File: config.mk
export PLATFORM = sky130hd
export DESIGN_NAME = uart_tx_engine_flat
export DESIGN_NICKNAME = d
export VERILOG_FILES = /design/src/rtl/uart_pkg.sv /design/src/rtl/uart_tx_engine_if.sv /design/src/rtl/uart_sync_fifo.sv /design/src/rtl/uart_tx_engine.sv /design/src/flat_wrapper.sv
export SDC_FILE = /design/constraint.sdc
export NUM_CORES = 1
export LEC_CHECK = 0
export BUFFER_PORTS_ARGS = -buffer_cell sky130_fd_sc_hd__buf_2
export CAP_MARGIN = 20
export CORE_MARGIN = 8
export CORE_UTILIZATION = 65
export CTS_CLUSTER_SIZE = 16
export DETAILED_ROUTE_END_ITERATION = 8
export GPL_ROUTABILITY_DRIVEN = 0
export PLACE_DENSITY = 0.85
export SLEW_MARGIN = 10
export SYNTH_ARGS = -nofsm -noshare
export SYNTH_HDL_FRONTEND = slang
export SYNTH_HIERARCHICAL = 1
export SYNTH_SLANG_ARGS = --single-unit
export TNS_END_PERCENT = 1
File: constraint.sdc
create_clock -name i_u_clk -period 9.3 [get_ports i_u_clk]
set_clock_uncertainty 0.05 [all_clocks]
set_input_delay 0.465 -clock i_u_clk [delete_from_list [all_inputs] [get_ports i_u_clk]]
set_output_delay 0.465 -clock i_u_clk [all_outputs]
set_load 0.01 [all_outputs]
File: src/rtl/uart_pkg.sv
// Shared types and constants for the UART transmit path.
package uart_pkg;

  localparam int unsigned BIT_CNT_W = 4;

  typedef enum logic [2:0] {
    ST_IDLE   = 3'd0,
    ST_START  = 3'd1,
    ST_DATA   = 3'd2,
    ST_PARITY = 3'd3,
    ST_STOP   = 3'd4
  } tx_state_e;

  localparam logic [1:0] PAR_NONE = 2'd0;
  localparam logic [1:0] PAR_ODD  = 2'd1;
  localparam logic [1:0] PAR_EVEN = 2'd2;
  localparam logic [1:0] PAR_RSVD = 2'd3;

  localparam logic [1:0] DBITS_5 = 2'd0;
  localparam logic [1:0] DBITS_8 = 2'd3;

  // Frame format captured when a word is popped.
  typedef struct packed {
    logic [1:0] data_bits;
    logic [1:0] parity;
    logic       two_stop;
  } frame_cfg_t;

  function automatic logic parity_enabled(input logic [1:0] par);
    return (par == PAR_ODD) || (par == PAR_EVEN);
  endfunction

  // XOR over the bits actually sent; inverted for odd mode.
  function automatic logic parity_bit(input logic [7:0] data,
                                      input logic [1:0] dbits,
                                      input logic [1:0] par);
    logic [7:0] mask;
    mask = 8'hFF >> (DBITS_8 - dbits);
    return (^(data & mask)) ^ (par == PAR_ODD);
  endfunction

endpackage

File: src/rtl/uart_tx_engine_if.sv
// Producer-side valid/ready byte stream into the UART transmitter.
interface uart_tx_engine_if #(
  parameter int unsigned P_DATA_WIDTH = 8
);
  logic [P_DATA_WIDTH-1:0] tx_data;
  logic                    tx_valid;
  logic                    tx_ready;

  modport master (output tx_data, output tx_valid, input  tx_ready);
  modport slave  (input  tx_data, input  tx_valid, output tx_ready);
endinterface

File: src/rtl/uart_sync_fifo.sv
// Single-clock FIFO with first-word fall-through read data and occupancy count.
module uart_sync_fifo #(
  parameter int unsigned P_WIDTH = 8,
  parameter int unsigned P_DEPTH = 4
) (
  input  logic                       i_u_clk,
  input  logic                       i_u_rst_n,
  input  logic                       i_wr,
  input  logic [P_WIDTH-1:0]         i_wr_data,
  input  logic                       i_rd,
  output logic [P_WIDTH-1:0]         o_rd_data,
  output logic                       o_full,
  output logic                       o_empty,
  output logic [$clog2(P_DEPTH):0]   o_level
);
  localparam int unsigned AW = $clog2(P_DEPTH);
  localparam int unsigned LW = AW + 1;

  logic [P_WIDTH-1:0] mem_q [P_DEPTH];
  logic [AW-1:0]      wr_ptr_q, rd_ptr_q;
  logic [LW-1:0]      count_q;
  logic               wr_en, rd_en;

  // A full FIFO refuses writes even when a read happens on the same edge.
  assign wr_en = i_wr & ~o_full;
  assign rd_en = i_rd & ~o_empty;

  always_ff @(posedge i_u_clk or negedge i_u_rst_n) begin
    if (!i_u_rst_n) begin
      wr_ptr_q <= '0;
      rd_ptr_q <= '0;
      count_q  <= '0;
    end else begin
      if (wr_en) wr_ptr_q <= wr_ptr_q + AW'(1);
      if (rd_en) rd_ptr_q <= rd_ptr_q + AW'(1);
      unique case ({wr_en, rd_en})
        2'b10:   count_q <= count_q + LW'(1);
        2'b01:   count_q <= count_q - LW'(1);
        default: count_q <= count_q;
      endcase
    end
  end

  always_ff @(posedge i_u_clk) begin
    if (wr_en) mem_q[wr_ptr_q] <= i_wr_data;
  end

  assign o_rd_data = mem_q[rd_ptr_q];
  assign o_full    = (count_q == LW'(P_DEPTH));
  assign o_empty   = (count_q == '0);
  assign o_level   = count_q;

endmodule

File: src/rtl/uart_tx_engine.sv
// Buffered UART transmitter: FIFO, baud down-counter, frame FSM and LSB-first shifter.
module uart_tx_engine
  import uart_pkg::*;
#(
  parameter int unsigned P_DATA_WIDTH = 8,
  parameter int unsigned P_FIFO_DEPTH = 4,
  parameter int unsigned P_DIV_WIDTH  = 16
) (
  input  logic                            i_u_clk,
  input  logic                            i_u_rst_n,
  uart_tx_engine_if.slave                 tx_if,
  input  logic [P_DIV_WIDTH-1:0]          i_cfg_div,
  input  logic [1:0]                      i_cfg_data_bits,
  input  logic [1:0]                      i_cfg_parity,
  input  logic                            i_cfg_stop,
  output logic                            o_uart_tx,
  output logic                            o_tx_busy,
  output logic [$clog2(P_FIFO_DEPTH):0]   o_fifo_level
);
  localparam int unsigned LVL_W = $clog2(P_FIFO_DEPTH) + 1;
  localparam int unsigned DIV_W = P_DIV_WIDTH;

  tx_state_e             state_q, state_nxt;
  frame_cfg_t            cfg_q, cfg_in;
  logic [DIV_W-1:0]      div_q, div_in, div_cnt_q, div_cnt_nxt;
  logic [BIT_CNT_W-1:0]  bit_cnt_q, bit_cnt_nxt, last_idx;
  logic [7:0]            shift_q, shift_nxt, pop_byte;
  logic                  par_q, par_nxt;
  logic                  line_nxt, busy_nxt;
  logic                  bit_end, load, push;

  logic [P_DATA_WIDTH-1:0] fifo_rd_data;
  logic                    fifo_full, fifo_empty;
  logic [LVL_W-1:0]        fifo_level, level_nxt;

  uart_sync_fifo #(
    .P_WIDTH (P_DATA_WIDTH),
    .P_DEPTH (P_FIFO_DEPTH)
  ) u_fifo (
    .i_u_clk   (i_u_clk),
    .i_u_rst_n (i_u_rst_n),
    .i_wr      (tx_if.tx_valid),
    .i_wr_data (tx_if.tx_data),
    .i_rd      (load),
    .o_rd_data (fifo_rd_data),
    .o_full    (fifo_full),
    .o_empty   (fifo_empty),
    .o_level   (fifo_level)
  );

  assign tx_if.tx_ready = ~fifo_full;
  assign o_fifo_level   = fifo_level;
  assign push           = tx_if.tx_valid & ~fifo_full;
  assign level_nxt      = fifo_level + LVL_W'(push) - LVL_W'(load);

  assign div_in   = (i_cfg_div == '0) ? DIV_W'(1) : i_cfg_div;
  assign cfg_in   = '{data_bits: i_cfg_data_bits, parity: i_cfg_parity, two_stop: i_cfg_stop};
  assign pop_byte = 8'(fifo_rd_data);
  assign bit_end  = (div_cnt_q == '0);
  assign last_idx = BIT_CNT_W'(cfg_q.data_bits) + BIT_CNT_W'(4);

  // State and datapath registers
  always_ff @(posedge i_u_clk or negedge i_u_rst_n) begin
    if (!i_u_rst_n) begin
      state_q   <= ST_IDLE;
      cfg_q     <= '0;
      div_q     <= DIV_W'(1);
      div_cnt_q <= '0;
      bit_cnt_q <= '0;
      shift_q   <= '0;
      par_q     <= 1'b0;
      o_uart_tx <= 1'b1;
      o_tx_busy <= 1'b0;
    end else begin
      state_q   <= state_nxt;
      div_cnt_q <= div_cnt_nxt;
      bit_cnt_q <= bit_cnt_nxt;
      shift_q   <= shift_nxt;
      par_q     <= par_nxt;
      o_uart_tx <= line_nxt;
      o_tx_busy <= busy_nxt;
      if (load) begin
        cfg_q <= cfg_in;
        div_q <= div_in;
      end
    end
  end

  // Next state, bit timing and shifter
  always_comb begin
    state_nxt   = state_q;
    div_cnt_nxt = div_cnt_q;
    bit_cnt_nxt = bit_cnt_q;
    shift_nxt   = shift_q;
    load        = 1'b0;

    unique case (state_q)
      ST_IDLE: begin
        if (!fifo_empty) load = 1'b1;
      end
      ST_START: begin
        if (bit_end) begin
          state_nxt   = ST_DATA;
          div_cnt_nxt = div_q - DIV_W'(1);
          bit_cnt_nxt = '0;
        end else begin
          div_cnt_nxt = div_cnt_q - DIV_W'(1);
        end
      end
      ST_DATA: begin
        if (bit_end) begin
          div_cnt_nxt = div_q - DIV_W'(1);
          if (bit_cnt_q == last_idx) begin
            state_nxt   = parity_enabled(cfg_q.parity) ? ST_PARITY : ST_STOP;
            bit_cnt_nxt = '0;
          end else begin
            shift_nxt   = shift_q >> 1;
            bit_cnt_nxt = bit_cnt_q + BIT_CNT_W'(1);
          end
        end else begin
          div_cnt_nxt = div_cnt_q - DIV_W'(1);
        end
      end
      ST_PARITY: begin
        if (bit_end) begin
          state_nxt   = ST_STOP;
          div_cnt_nxt = div_q - DIV_W'(1);
          bit_cnt_nxt = '0;
        end else begin
          div_cnt_nxt = div_cnt_q - DIV_W'(1);
        end
      end
      ST_STOP: begin
        if (bit_end) begin
          if (cfg_q.two_stop && (bit_cnt_q == '0)) begin
            bit_cnt_nxt = BIT_CNT_W'(1);
            div_cnt_nxt = div_q - DIV_W'(1);
          end else if (!fifo_empty) begin
            load = 1'b1;
          end else begin
            state_nxt = ST_IDLE;
          end
        end else begin
          div_cnt_nxt = div_cnt_q - DIV_W'(1);
        end
      end
      default: state_nxt = ST_IDLE;
    endcase

    // Pop: start bit begins on this edge, frame format captured here.
    if (load) begin
      state_nxt   = ST_START;
      div_cnt_nxt = div_in - DIV_W'(1);
      bit_cnt_nxt = '0;
      shift_nxt   = pop_byte;
    end
  end

  // Line level and busy flag for the coming cycle
  always_comb begin
    par_nxt  = load ? parity_bit(pop_byte, i_cfg_data_bits, i_cfg_parity) : par_q;
    line_nxt = 1'b1;
    unique case (state_nxt)
      ST_START:  line_nxt = 1'b0;
      ST_DATA:   line_nxt = shift_nxt[0];
      ST_PARITY: line_nxt = par_nxt;
      default:   line_nxt = 1'b1;
    endcase
    busy_nxt = (state_nxt != ST_IDLE) || (level_nxt != '0);
  end

endmodule

File: src/flat_wrapper.sv
// flat-port wrapper written by rule: the top's interface ports become plain ports
module uart_tx_engine_flat import uart_pkg::*;
#(
  parameter int unsigned P_DATA_WIDTH = 8,
  parameter int unsigned P_FIFO_DEPTH = 4,
  parameter int unsigned P_DIV_WIDTH  = 16
)
  (i_u_clk, i_u_rst_n, i_cfg_div, i_cfg_data_bits, i_cfg_parity, i_cfg_stop, o_uart_tx, o_tx_busy, o_fifo_level, tx_if_tx_data, tx_if_tx_valid, tx_if_tx_ready);
  uart_tx_engine_if #(.P_DATA_WIDTH(P_DATA_WIDTH)) tx_if_i ();
  input  logic i_u_clk;
  input  logic i_u_rst_n;
  input  logic [P_DIV_WIDTH-1:0] i_cfg_div;
  input  logic [1:0] i_cfg_data_bits;
  input  logic [1:0] i_cfg_parity;
  input  logic i_cfg_stop;
  output logic o_uart_tx;
  output logic o_tx_busy;
  output logic [$clog2(P_FIFO_DEPTH):0] o_fifo_level;
  input wire logic [$bits(tx_if_i.tx_data)-1:0] tx_if_tx_data;
  input wire logic [$bits(tx_if_i.tx_valid)-1:0] tx_if_tx_valid;
  output wire logic [$bits(tx_if_i.tx_ready)-1:0] tx_if_tx_ready;
  assign tx_if_i.tx_data = tx_if_tx_data;
  assign tx_if_i.tx_valid = tx_if_tx_valid;
  assign tx_if_tx_ready = tx_if_i.tx_ready;
  uart_tx_engine #(.P_DATA_WIDTH(P_DATA_WIDTH), .P_FIFO_DEPTH(P_FIFO_DEPTH), .P_DIV_WIDTH(P_DIV_WIDTH)) u_core (.i_u_clk(i_u_clk), .i_u_rst_n(i_u_rst_n), .tx_if(tx_if_i), .i_cfg_div(i_cfg_div), .i_cfg_data_bits(i_cfg_data_bits), .i_cfg_parity(i_cfg_parity), .i_cfg_stop(i_cfg_stop), .o_uart_tx(o_uart_tx), .o_tx_busy(o_tx_busy), .o_fifo_level(o_fifo_level));
endmodule
==> flow_summary_export.csv <==
group,metric,value,unit
finish,seqCellArea,0.00251,mm2
floorplan,dieWidth,105,um
cts,postCtsSetupBuffers,0,
drt,routed_via_density,6.36,
drt,drcViolationCount,0,
global_routing,grt-ovfl-total,0,
floorplan,initial_core_util,0.669,
placement,port-buffer-count,37,
power_and_ir_drop,p_total,1.13,mW
cts,clk_pin_slew,100,ps
yosys,ys_warn_count,6,
global_routing,grt_pass1_vias,4130,
timing,worst_slew_pin_slew,1030,ps
yosys,syn_inst,494,
timing,rsz0062_at_grt,"false",
floorplan,rows,32,
finish,final_layout_size_suffix_gt1_frac,0.187,
yosys,synthSimpleGateAreaFrac,0.200,
finish,multi_input_area,0.00244,mm2
cts,insertion_delay,370,ps
yosys,synth_top_family_by_area,"simple AND/OR/NAND/NOR gates",
yosys,synth_compound_area_frac,0.153,
finish,nNetsFinal,568,
drt,vias,4014,
finish,n_antenna_cell,0,
power_and_ir_drop,powerDensity,203,mW/mm2
yosys,synth.most_common_cell,"nand2_1",
timing,tns,0,ps
yosys,synthArstFlopShare,0.660,
critical_path,arrival,5710,ps
critical_path,r2r-end,"u_core/div_cnt_q[12]$_DFFE_PN0P_",
global_routing,grtUsageMet2,0.380,
timing,finalMaxSlewViolations,0,
cts,cts-hold-fix-buffers,0,
floorplan,die_h,105,um
drt,drtIter0Drc,258,
yosys,synthXorXnorAreaFrac,0.0409,
cts,cts_tree,"built",
global_routing,grt_use_met3,0.0522,
floorplan,core-area,0.00769,mm2
run,drv_cap,0,
yosys,synthAdderAreaFrac,0.0321,
floorplan,io_pins,38,
timing,finalHoldViolCount,0,
critical_path,path_max_fanout,57,
critical_path,cp_data_required_time,9560,ps
drt,wl_per_cell,18.6,um
cts,cts_sinks,94,
yosys,synth_common_cells,"nand2_1, dfrtp_1, edfxtp_1",
yosys,synthTopCellsByArea,"dfrtp_1, edfxtp_1, nand2_1, mux4_2, xnor2_1",
global_routing,grt_start_max_net_pins,63,
yosys,synth_edf_count,32,
cts,cts_buffer_depth,2,
global_routing,grt_usage,0.220,
drt,wl,11700,um
critical_path,endpoint_kind,"flip-flop",
power_and_ir_drop,ir_worst_vdd,0.000167,V
yosys,ys.flop_type,"dfrtp_1",
timing,setup-violations-final,0,
global_routing,top_usage_layer,"met2",
timing,slew_headroom,0.306,
yosys,syn_nets,538,
timing,min_period,5450,ps
finish,nFillCells,556,
yosys,yosysUniqueCellTypes,86,
critical_path,worstReg2RegStart,"u_core/u_fifo/o_level[0]$_DFFE_PN0P_",
placement,hpwl,8210,um
critical_path,reg2reg_depth,14,
cts,cts_resized,0,
yosys,yosysTopAreaCell,"dfrtp_1",
status,status,"finished, final reports clean",
timing,min_period_over_period,0.586,
finish,area_delta_synth_final,8.22,%
global_routing,grt_pass1_wl,19600,um
global_routing,antenna_found_initial,0,
cts,htreeDepth,3,
drt,ant_nets,0,
floorplan,die_area,0.0110,mm2
yosys,ys_ff_latch,94,
timing,max_freq,184,MHz
worst_hold_path,min_path_type,"in -> async",
yosys,synthMuxAreaShare,0.0482,
cts,cts_buffers,9,
critical_path,crit_type,"reg -> reg",
cts,cts-root-buf,"clkbuf_8",
global_routing,met1_usage,0.247,
drt,first_pass_iters,5,
yosys,synth_area,0.00514,mm2
critical_path,critPathLaunchType,"flip-flop",
critical_path,r2r_slack,3850,ps
yosys,synthDominantCellAreaShare,0.292,
power_and_ir_drop,p_leak,2.25,nW
yosys,syn_avg_cell_area,10.4,um2
yosys,ys_seq_area_frac,0.489,
## report_power, final
group	internal [mW]	total (mW)	switching [mW]
clock	0.131	0.291	0.160
combinational	0.125	0.287	0.162
sequential	0.497	0.551	0.0537
total	0.752	1.13	0.376
## state kept, by name (all words and copies together), names as in the netlist
| name | cells |
|---|---|
| u_core/shift_q | 8 |
| u_core/cfg_q | 5 |
| u_core/o_tx_busy | 1 |
| u_core/par_q | 1 |
| u_core/u_fifo/o_level | 3 |
| u_core/o_uart_tx | 1 |
| u_core/u_fifo/rd_ptr_q | 2 |
| u_core/div_cnt_q | 16 |
| u_core/bit_cnt_q | 4 |
| u_core/u_fifo/mem_q | 32 |
| u_core/div_q | 16 |
| u_core/u_fifo/wr_ptr_q | 2 |
| u_core/state_q | 3 |
## layout make-up
type / instances / share of cell area
Clock buffer: 9 / 0.0222
Timing Repair Buffer: 38 / 0.0346
Multi-Input combinational cell: 361 / 0.438
Tap cell: 102 / 0.0229
Clock inverter: 7 / 0.0166
Inverter: 20 / 0.0137
Sequential cell: 94 / 0.452
## metal layers
metal	up-vias	routed length, um
li1	1864	-
met1	1917	4470
met2	196	5980
met3	37	851
met4	0	422
met5	-	0
## worst max-delay path by stage
stage                                              start                                to  cells past startpoint
detailed placement  u_core/u_fifo/o_level[0]$_DFFE_PN0P_  u_core/div_cnt_q[12]$_DFFE_PN0P_                     14
CTS                 u_core/u_fifo/o_level[0]$_DFFE_PN0P_  u_core/div_cnt_q[12]$_DFFE_PN0P_                     14
global placement    u_core/u_fifo/o_level[0]$_DFFE_PN0P_  u_core/div_cnt_q[12]$_DFFE_PN0P_                     14
finish              u_core/u_fifo/o_level[0]$_DFFE_PN0P_  u_core/div_cnt_q[12]$_DFFE_PN0P_                     14
floorplan           u_core/u_fifo/o_level[0]$_DFFE_PN0P_        u_core/o_tx_busy$_DFF_PN0_                     14
global route        u_core/u_fifo/o_level[0]$_DFFE_PN0P_  u_core/div_cnt_q[12]$_DFFE_PN0P_                     14
## cell usage in the layout (no fill, tap or decap), types with 8 or more instances in the layout
cell type and count:
a21oi_1 21, dfrtp_1 60, xnor2_1 16, edfxtp_1 32
nand2_1 90, inv_1 19, mux4_2 8, ha_1 10
o21ai_0 23, nand3_1 11, nor3_1 15, xor2_1 8
buf_2 37, nor2_1 28, clkbuf_8 9
## worst max-delay path, cell delays in order, from the launching register on
cell	delay (ps)
dfrtp_1	480
nor3_1	870
or3_4	310
nor3_4	60
a21oi_4	650
clkinv_2	840
a211o_1	530
nand2_1	80
ha_1	190
inv_1	70
nor3_1	180
a22o_1	300
nand2_1	130
or4_1	540
nand3_1	100
## kinds of logic after synthesis
family	after synthesis
buf+inv	39
fa+ha+maj	12
flops	94
xor+xnor	24
mux	14
compound gates	112
simple gates	199
## per-stage QoR
step	cells	cell area, um2	util	worst slack (ps)	hold WS [ps]
after global routing	631	5570	0.724	3510	233
final	631	5570	0.724	3850	182
after detailed placement	615	5350	0.696	4080	420
after CTS	631	5570	0.724	3990	220
after floorplan	494	5140	-	5340	119
after global placement	615	5350	0.696	4250	410
Power figures use the tool's default switching activity.
